$ cat config.mk
export PLATFORM = sky130hd
export DESIGN_NAME = gat_bram_loader
export DESIGN_NICKNAME = d
export VERILOG_FILES = /design/src/rtl/gat_bram_loader.sv
export SDC_FILE = /design/constraint.sdc
export NUM_CORES = 1
export LEC_CHECK = 0
export CORE_MARGIN = 4
export CORE_UTILIZATION = 54
export DETAILED_ROUTE_END_ITERATION = 8
export GPL_TIMING_DRIVEN = 0
export PLACE_DENSITY = 0.8
export SLEW_MARGIN = 5
export SYNTH_ARGS = -nofsm -noshare
export SYNTH_HDL_FRONTEND = slang
export SYNTH_SLANG_ARGS = --single-unit
export TNS_END_PERCENT = 50
$ cat constraint.sdc
create_clock -name clk -period 4.6 [get_ports clk]
set_input_delay 0.69 -clock clk [delete_from_list [all_inputs] [get_ports clk]]
set_output_delay 0.69 -clock clk [all_outputs]
set_load 0.005 [all_outputs]
$ cat src/rtl/gat_bram_loader.sv
// gat_bram_loader: segments a header/payload word stream into byte-addressed writes to four accelerator BRAMs
module gat_bram_loader #(
  parameter int TOP_WIDTH          = 32,
  parameter int ADDR_W             = 20,
  parameter int H_DATA_DEPTH       = 242101,
  parameter int NODE_INFO_DEPTH    = 13264,
  parameter int WEIGHT_DEPTH       = 22928,
  parameter int SUBGRAPH_IDX_DEPTH = 13264
) (
  input  logic                 clk,
  input  logic                 rst_n,
  input  logic [TOP_WIDTH-1:0] s_data,
  input  logic                 s_valid,
  output logic                 s_ready,
  input  logic                 s_last,
  input  logic                 clr_done,
  output logic [TOP_WIDTH-1:0] bram_din,
  output logic [ADDR_W-1:0]    bram_addra,
  output logic [3:0]           bram_ena,
  output logic [3:0]           bram_wea,
  output logic                 h_data_bram_load_done,
  output logic                 h_node_info_bram_load_done,
  output logic                 wgt_bram_load_done,
  output logic                 subgraph_bram_load_done,
  output logic                 load_err,
  output logic                 busy
);
  typedef enum logic [1:0] {HDR, LOAD, DONE} state_t;
  state_t                 state_q, state_d;
  logic [1:0]             region_q, region_d;
  logic [29:0]            count_q, count_d, idx_q, idx_d;
  logic                   seg_err_q, seg_err_d;
  logic [TOP_WIDTH-1:0]   din_q, din_d;
  logic [ADDR_W-1:0]      addr_q, addr_d;
  logic [3:0]             ena_q, ena_d, done_q, done_d;
  logic                   err_q, err_d;
  logic                   fire, last_beat;
  logic [29:0]            hdr_depth, cur_depth;

  function automatic logic [29:0] depth_of(input logic [1:0] r);
    return r == 2'd0 ? 30'(H_DATA_DEPTH) :
           r == 2'd1 ? 30'(NODE_INFO_DEPTH) :
           r == 2'd2 ? 30'(WEIGHT_DEPTH) : 30'(SUBGRAPH_IDX_DEPTH);
  endfunction

  assign s_ready    = state_q != DONE;
  assign busy       = state_q == LOAD;
  assign fire       = s_valid && s_ready;
  assign last_beat  = idx_q == count_q - 30'd1;
  assign hdr_depth  = depth_of(s_data[31:30]);
  assign cur_depth  = depth_of(region_q);
  assign bram_din   = din_q;
  assign bram_addra = addr_q;
  assign bram_ena   = ena_q;
  assign bram_wea   = ena_q;
  assign {subgraph_bram_load_done, wgt_bram_load_done, h_node_info_bram_load_done, h_data_bram_load_done} = done_q;
  assign load_err   = err_q;

  // Header decode, payload write generation and per-segment completion; flag sets override clr_done
  always_comb begin
    state_d   = state_q;
    region_d  = region_q;
    count_d   = count_q;
    idx_d     = idx_q;
    seg_err_d = seg_err_q;
    din_d     = din_q;
    addr_d    = addr_q;
    ena_d     = '0;
    done_d    = clr_done ? 4'b0 : done_q;
    err_d     = clr_done ? 1'b0 : err_q;
    case (state_q)
      HDR: if (fire) begin
        region_d  = s_data[31:30];
        count_d   = s_data[29:0];
        idx_d     = '0;
        seg_err_d = s_data[29:0] > hdr_depth;
        err_d     = err_d | seg_err_d;
        state_d   = s_data[29:0] == 30'd0 ? DONE : LOAD;
      end
      LOAD: if (fire) begin
        din_d   = s_data;
        addr_d  = {idx_q[ADDR_W-3:0], 2'b00};
        ena_d   = idx_q < cur_depth ? 4'b0001 << region_q : 4'b0000;
        idx_d   = idx_q + 30'd1;
        if (last_beat || s_last) begin
          state_d = DONE;
          if (last_beat != s_last) begin
            seg_err_d = 1'b1;
            err_d     = 1'b1;
          end
        end
      end
      DONE: begin
        if (!seg_err_q) done_d[region_q] = 1'b1;
        state_d = HDR;
      end
      default: state_d = HDR;
    endcase
  end

  // State and output registers with synchronous active-low reset
  always_ff @(posedge clk) begin
    if (!rst_n) begin
      state_q   <= HDR;
      region_q  <= '0;
      count_q   <= '0;
      idx_q     <= '0;
      seg_err_q <= 1'b0;
      din_q     <= '0;
      addr_q    <= '0;
      ena_q     <= '0;
      done_q    <= '0;
      err_q     <= 1'b0;
    end else begin
      state_q   <= state_d;
      region_q  <= region_d;
      count_q   <= count_d;
      idx_q     <= idx_d;
      seg_err_q <= seg_err_d;
      din_q     <= din_d;
      addr_q    <= addr_d;
      ena_q     <= ena_d;
      done_q    <= done_d;
      err_q     <= err_d;
    end
  end
endmodule

==> Flow_metrics.wiki <==
{| class="wikitable"
! Metric !! Value
|-
| Share of total power consumed by net switching || 0.258
|-
| Share of cells above drive strength 1 || 0.0536
|-
| Primary flip-flop cell chosen by synthesis mapping || dfxtp_1
|-
| Seq. cell area || 2480 sq um
|-
| Antenna violations before repair || 0
|-
| Total length of routed met3 wires || 1750 um
|-
| Mapped Cells || 873
|-
| Core footprint || 12,000 sq um
|-
| Part of the total power dissipated in sequential elements || 0.387
|-
| Via count || 6,667
|-
| Residual overflow from global routing || 0
|-
| Met2 routed WL || 8750 um
|-
| Post-synthesis compound-gate area fraction || 0.169
|-
| Total global-route track usage || 0.280
|-
| Post-synthesis cell area || 6630 sq um
|-
| Number of fill cells || 1,005
|-
| RSZ-0062 raised after global routing || false
|-
| Wire length per cell || 17.0 um
|-
| Peak supply drop || 0.259 mV
|-
| Post-Synth Adder-Cell Area || 0.0453
|-
| Capturing point of the worst reg2reg path || seg_err_q
|-
| Layout overhead on the synthesized area || 27.4%
|-
| Arrival time worst endpoint || 4.61 ns
|-
| Launching point of the worst reg2reg path || count_q[0]
|-
| Unique masters post-synth || 64
|-
| Multi-input logic area || 3790 sq um
|-
| Power Density || 349 nW/um^2
|-
| Max Transition Viols Final || 0
|-
| Initial core utilization || 0.552
|-
| Slew Limit Headroom || 0.224
|-
| Final period util || 0.945
|-
| Required arrival time at the worst endpoint || 4.86 ns
|-
| Setup-failing EPs final || 0
|-
| Die X || 119 um
|-
| Total inserted antenna cells || 0
|-
| Worst hold path stage count || 2
|-
| Clock Root Buffer || clkbuf_16
|-
| Number of placement rows || 40
|-
| RD Place Congestion || 0.948
|-
| Startpoint type of the worst setup path || register
|-
| Share of synthesized flip-flops with an asynchronous set or reset || 0
|-
| Static Leakage || 3.08 nW
|-
| Clock buffers created by TritonCTS || 17
|-
| Area enclosed by the die boundary || 14,100 sq um
|-
| DRT Wirelength || 19,600 um
|-
| Io pins || 104
|-
| Detailed placer's ending HPWL || 14,300 um
|-
| Critical path class || reg2reg
|-
| Final setup TNS || 0 ns
|-
| Hold path endpoint || bram_addra[5]
|-
| Max Clock Skew || 0.00527 ns
|-
| Start point of the worst hold path || bram_addra[5]
|-
| Non-filler instance count after layout || 1,154
|-
| Max-capacitance violation count || 0
|-
| Most common cell after layout, fill and taps aside || nand2_1
|-
| Clock network latency to the later pin of the worst-skew pair || 0.42 ns
|-
| Number of routed nets with antenna violations || 0
|-
| Psw || 0.000760 W
|-
| Instance count after placement with tap cells included || 1,122
|-
| Share of the yosys chip area belonging to registers || 0.375
|-
| Clock Power Share || 0.464
|-
| Total of hold buffers inserted after clock tree synthesis || 0
|-
| Via density per instance || 5.78
|-
| DRC || 0
|-
| Clock input transition at the sequential cells of the worst setup and hold paths || 0.05 ns
|-
| # clock sinks || 124
|-
| Worst-case reg-to-reg path depth || 18
|-
| Seq cells post-synth || 124
|-
| Length of the first detailed-routing pass in iterations || 6
|-
| Critical path endpoint category || register
|-
| Internal power summed over all cells || 0.00218 W
|-
| Maximum clock insertion buffer count || 2
|-
| Actual slew at the worst max-slew pin || 1.16 ns
|-
| Count of buffers added by post-CTS timing repair for setup || 0
|-
| Synth Area in XOR/XNOR || 0.0550
|-
| Highest signal layer in the routed design || met4
|-
| Buffers added on ports || 101
|-
| Status || complete, no violations
|-
| Vias in the first global route || 6,321
|-
| Clock tree from TritonCTS || done
|-
| First-pass GRT wire length || 31,400 um
|-
| Shortest clock period the worst path allows after layout || 4.35 ns
|-
| Mapped Avg Cell Area || 7.59 sq um
|-
| Register-to-Register Setup Slack || 0.25 ns
|-
| Overall power consumption || 0.00294 W
|-
| CTS HTree Levels || 4
|-
| Max Fclk || 230 MHz
|-
| Class of the tightest hold or removal check || reg2reg
|-
| Dominant combinational cell family by area after synthesis || simple AND/OR/NAND/NOR gates
|-
| Logic pwr share || 0.148
|-
| Count of endpoints failing hold in the final timing report || 0
|-
| Largest net degree at the start of global routing || 17
|-
| Wl on met1 || 8460 um
|-
| Net count reported at finish || 1,055
|-
| Max Fanout on Critical Path || 9
|-
| Number of DRC markers in iteration 0 || 490
|-
| Top library cells by usage in the layout, fill and taps aside || nand2_1 (197), dfxtp_1 (124), a21oi_1 (109)
|-
| Post-synth EDFFs || 0
|-
| Warning count from the yosys run || 0
|-
| Multiplexer share of the synthesized area || 0.0110
|-
| Die Y-Extent || 119 um
|-
| Simple-gate portion of the synthesized area || 0.289
|}
[cells in the mapped netlist (all sizes together) (3+ instances only)]
cell type | count | area (sq um)
nor4 | 20 | 140
mux2i | 5 | 50.1
buf | 13 | 93.8
nor2 | 51 | 191
o21ai | 15 | 75.1
o211ai | 9 | 67.6
or2 | 7 | 43.8
a211oi | 8 | 60.1
nand3 | 28 | 140
a31oi | 9 | 56.3
xnor2 | 16 | 140
nand4b | 3 | 26.3
nor2b | 8 | 50.1
and3 | 6 | 37.5
a21oi | 109 | 546
o21a | 3 | 22.5
or3 | 13 | 81.3
nand4 | 15 | 93.8
o31ai | 4 | 30.0
xor2 | 23 | 201
nand2b | 9 | 56.3
inv | 19 | 71.3
clkbuf | 53 | 200
ha | 24 | 300
a21o | 4 | 30.0
a311oi | 6 | 52.6
nor3 | 22 | 110
and2 | 3 | 18.8
or4 | 11 | 90.1
dfxtp | 124 | 2480
nand2 | 197 | 739
[cells by family after synthesis]
logic type | after synthesis
and+or+nand+nor | 404
adders and majority gates | 24
DFF | 124
xor gates and xnor gates | 40
AOI/OAI and AO/OA | 188
other | 1
buffers and inverters | 85
muxes | 7
[registers in the layout (all words and copies together) (netlist names)]
register and count:
state_q 2, idx_q 30, region_q 2, bram_addra 18
bram_ena 4, count_q 30, seg_err_q 1, bram_din 32
load_err 1, done_q 4
[per-stage QoR]
stage / utilization / setup slack, ns / hold WS, ns / cell area, sq um
floorplan: - / 1.00 / 0.450 / 6630
global placement: 0.651 / 0.236 / 0.441 / 7820
detailed placement: 0.651 / 0.193 / 0.447 / 7820
CTS: 0.702 / 0.191 / 0.454 / 8440
global route: 0.703 / 0.00375 / 0.474 / 8440
finish: 0.703 / 0.252 / 0.451 / 8440
[layout make-up]
| cell class | count | area share |
|---|---|---|
| Buffer | 66 | 0.0348 |
| Tap cell | 147 | 0.0218 |
| Clock buffer | 21 | 0.0557 |
| Inverter | 19 | 0.00845 |
| Clock inverter | 11 | 0.0168 |
| Multi-Input combinational cell | 665 | 0.449 |
| Timing Repair Buffer | 101 | 0.120 |
| Sequential cell | 124 | 0.294 |
[critical path, cell delays in order, from the launching register on]
cell	delay (ns)
dfxtp_1	0.30
clkbuf_1	0.29
inv_1	0.08
ha_1	0.29
or3b_2	0.22
clkbuf_1	0.25
or2_1	0.15
clkbuf_1	0.34
nor2_1	0.11
a311o_1	0.33
or4_1	0.52
nor4_1	0.31
nand3_1	0.18
ha_1	0.29
nor2b_1	0.15
nor2b_1	0.11
nor2_1	0.04
o21ai_0	0.15
a21oi_1	0.06
[worst max path at each step]
stage               slack (ns)  depth (start not counted)  startpoint   endpoint
finish                    0.25                         18  count_q[0]  seg_err_q
floorplan                 1.00                         18  count_q[0]  seg_err_q
global placement          0.24                         18  count_q[0]  seg_err_q
detailed placement        0.19                         18  count_q[0]  seg_err_q
CTS                       0.19                         18  count_q[0]  seg_err_q
global route             0.004                         18  count_q[0]  seg_err_q
[layer usage]
layer	vias up	track usage
li1	3291	-
met2	282	0.441
met4	0	0.130
met1	3045	0.354
met5	-	0
met3	49	0.0785
[what timing repair did]
action,CTS,global route
hold endpoints to repair,0,0
setup endpoints to repair,0,2
gates resized for setup,0,1
[power by group through the flow]
stage                     clock [W]  sequential [W]  combinational [W]
final                       0.00137         0.00114           0.000437
after global routing        0.00142         0.00114           0.000480
after global placement            0         0.00116           0.000425
after floorplan                   0         0.00115           0.000276
after CTS                   0.00138         0.00114           0.000433
after detailed placement          0         0.00116           0.000428
Power figures use the tool's default switching activity.
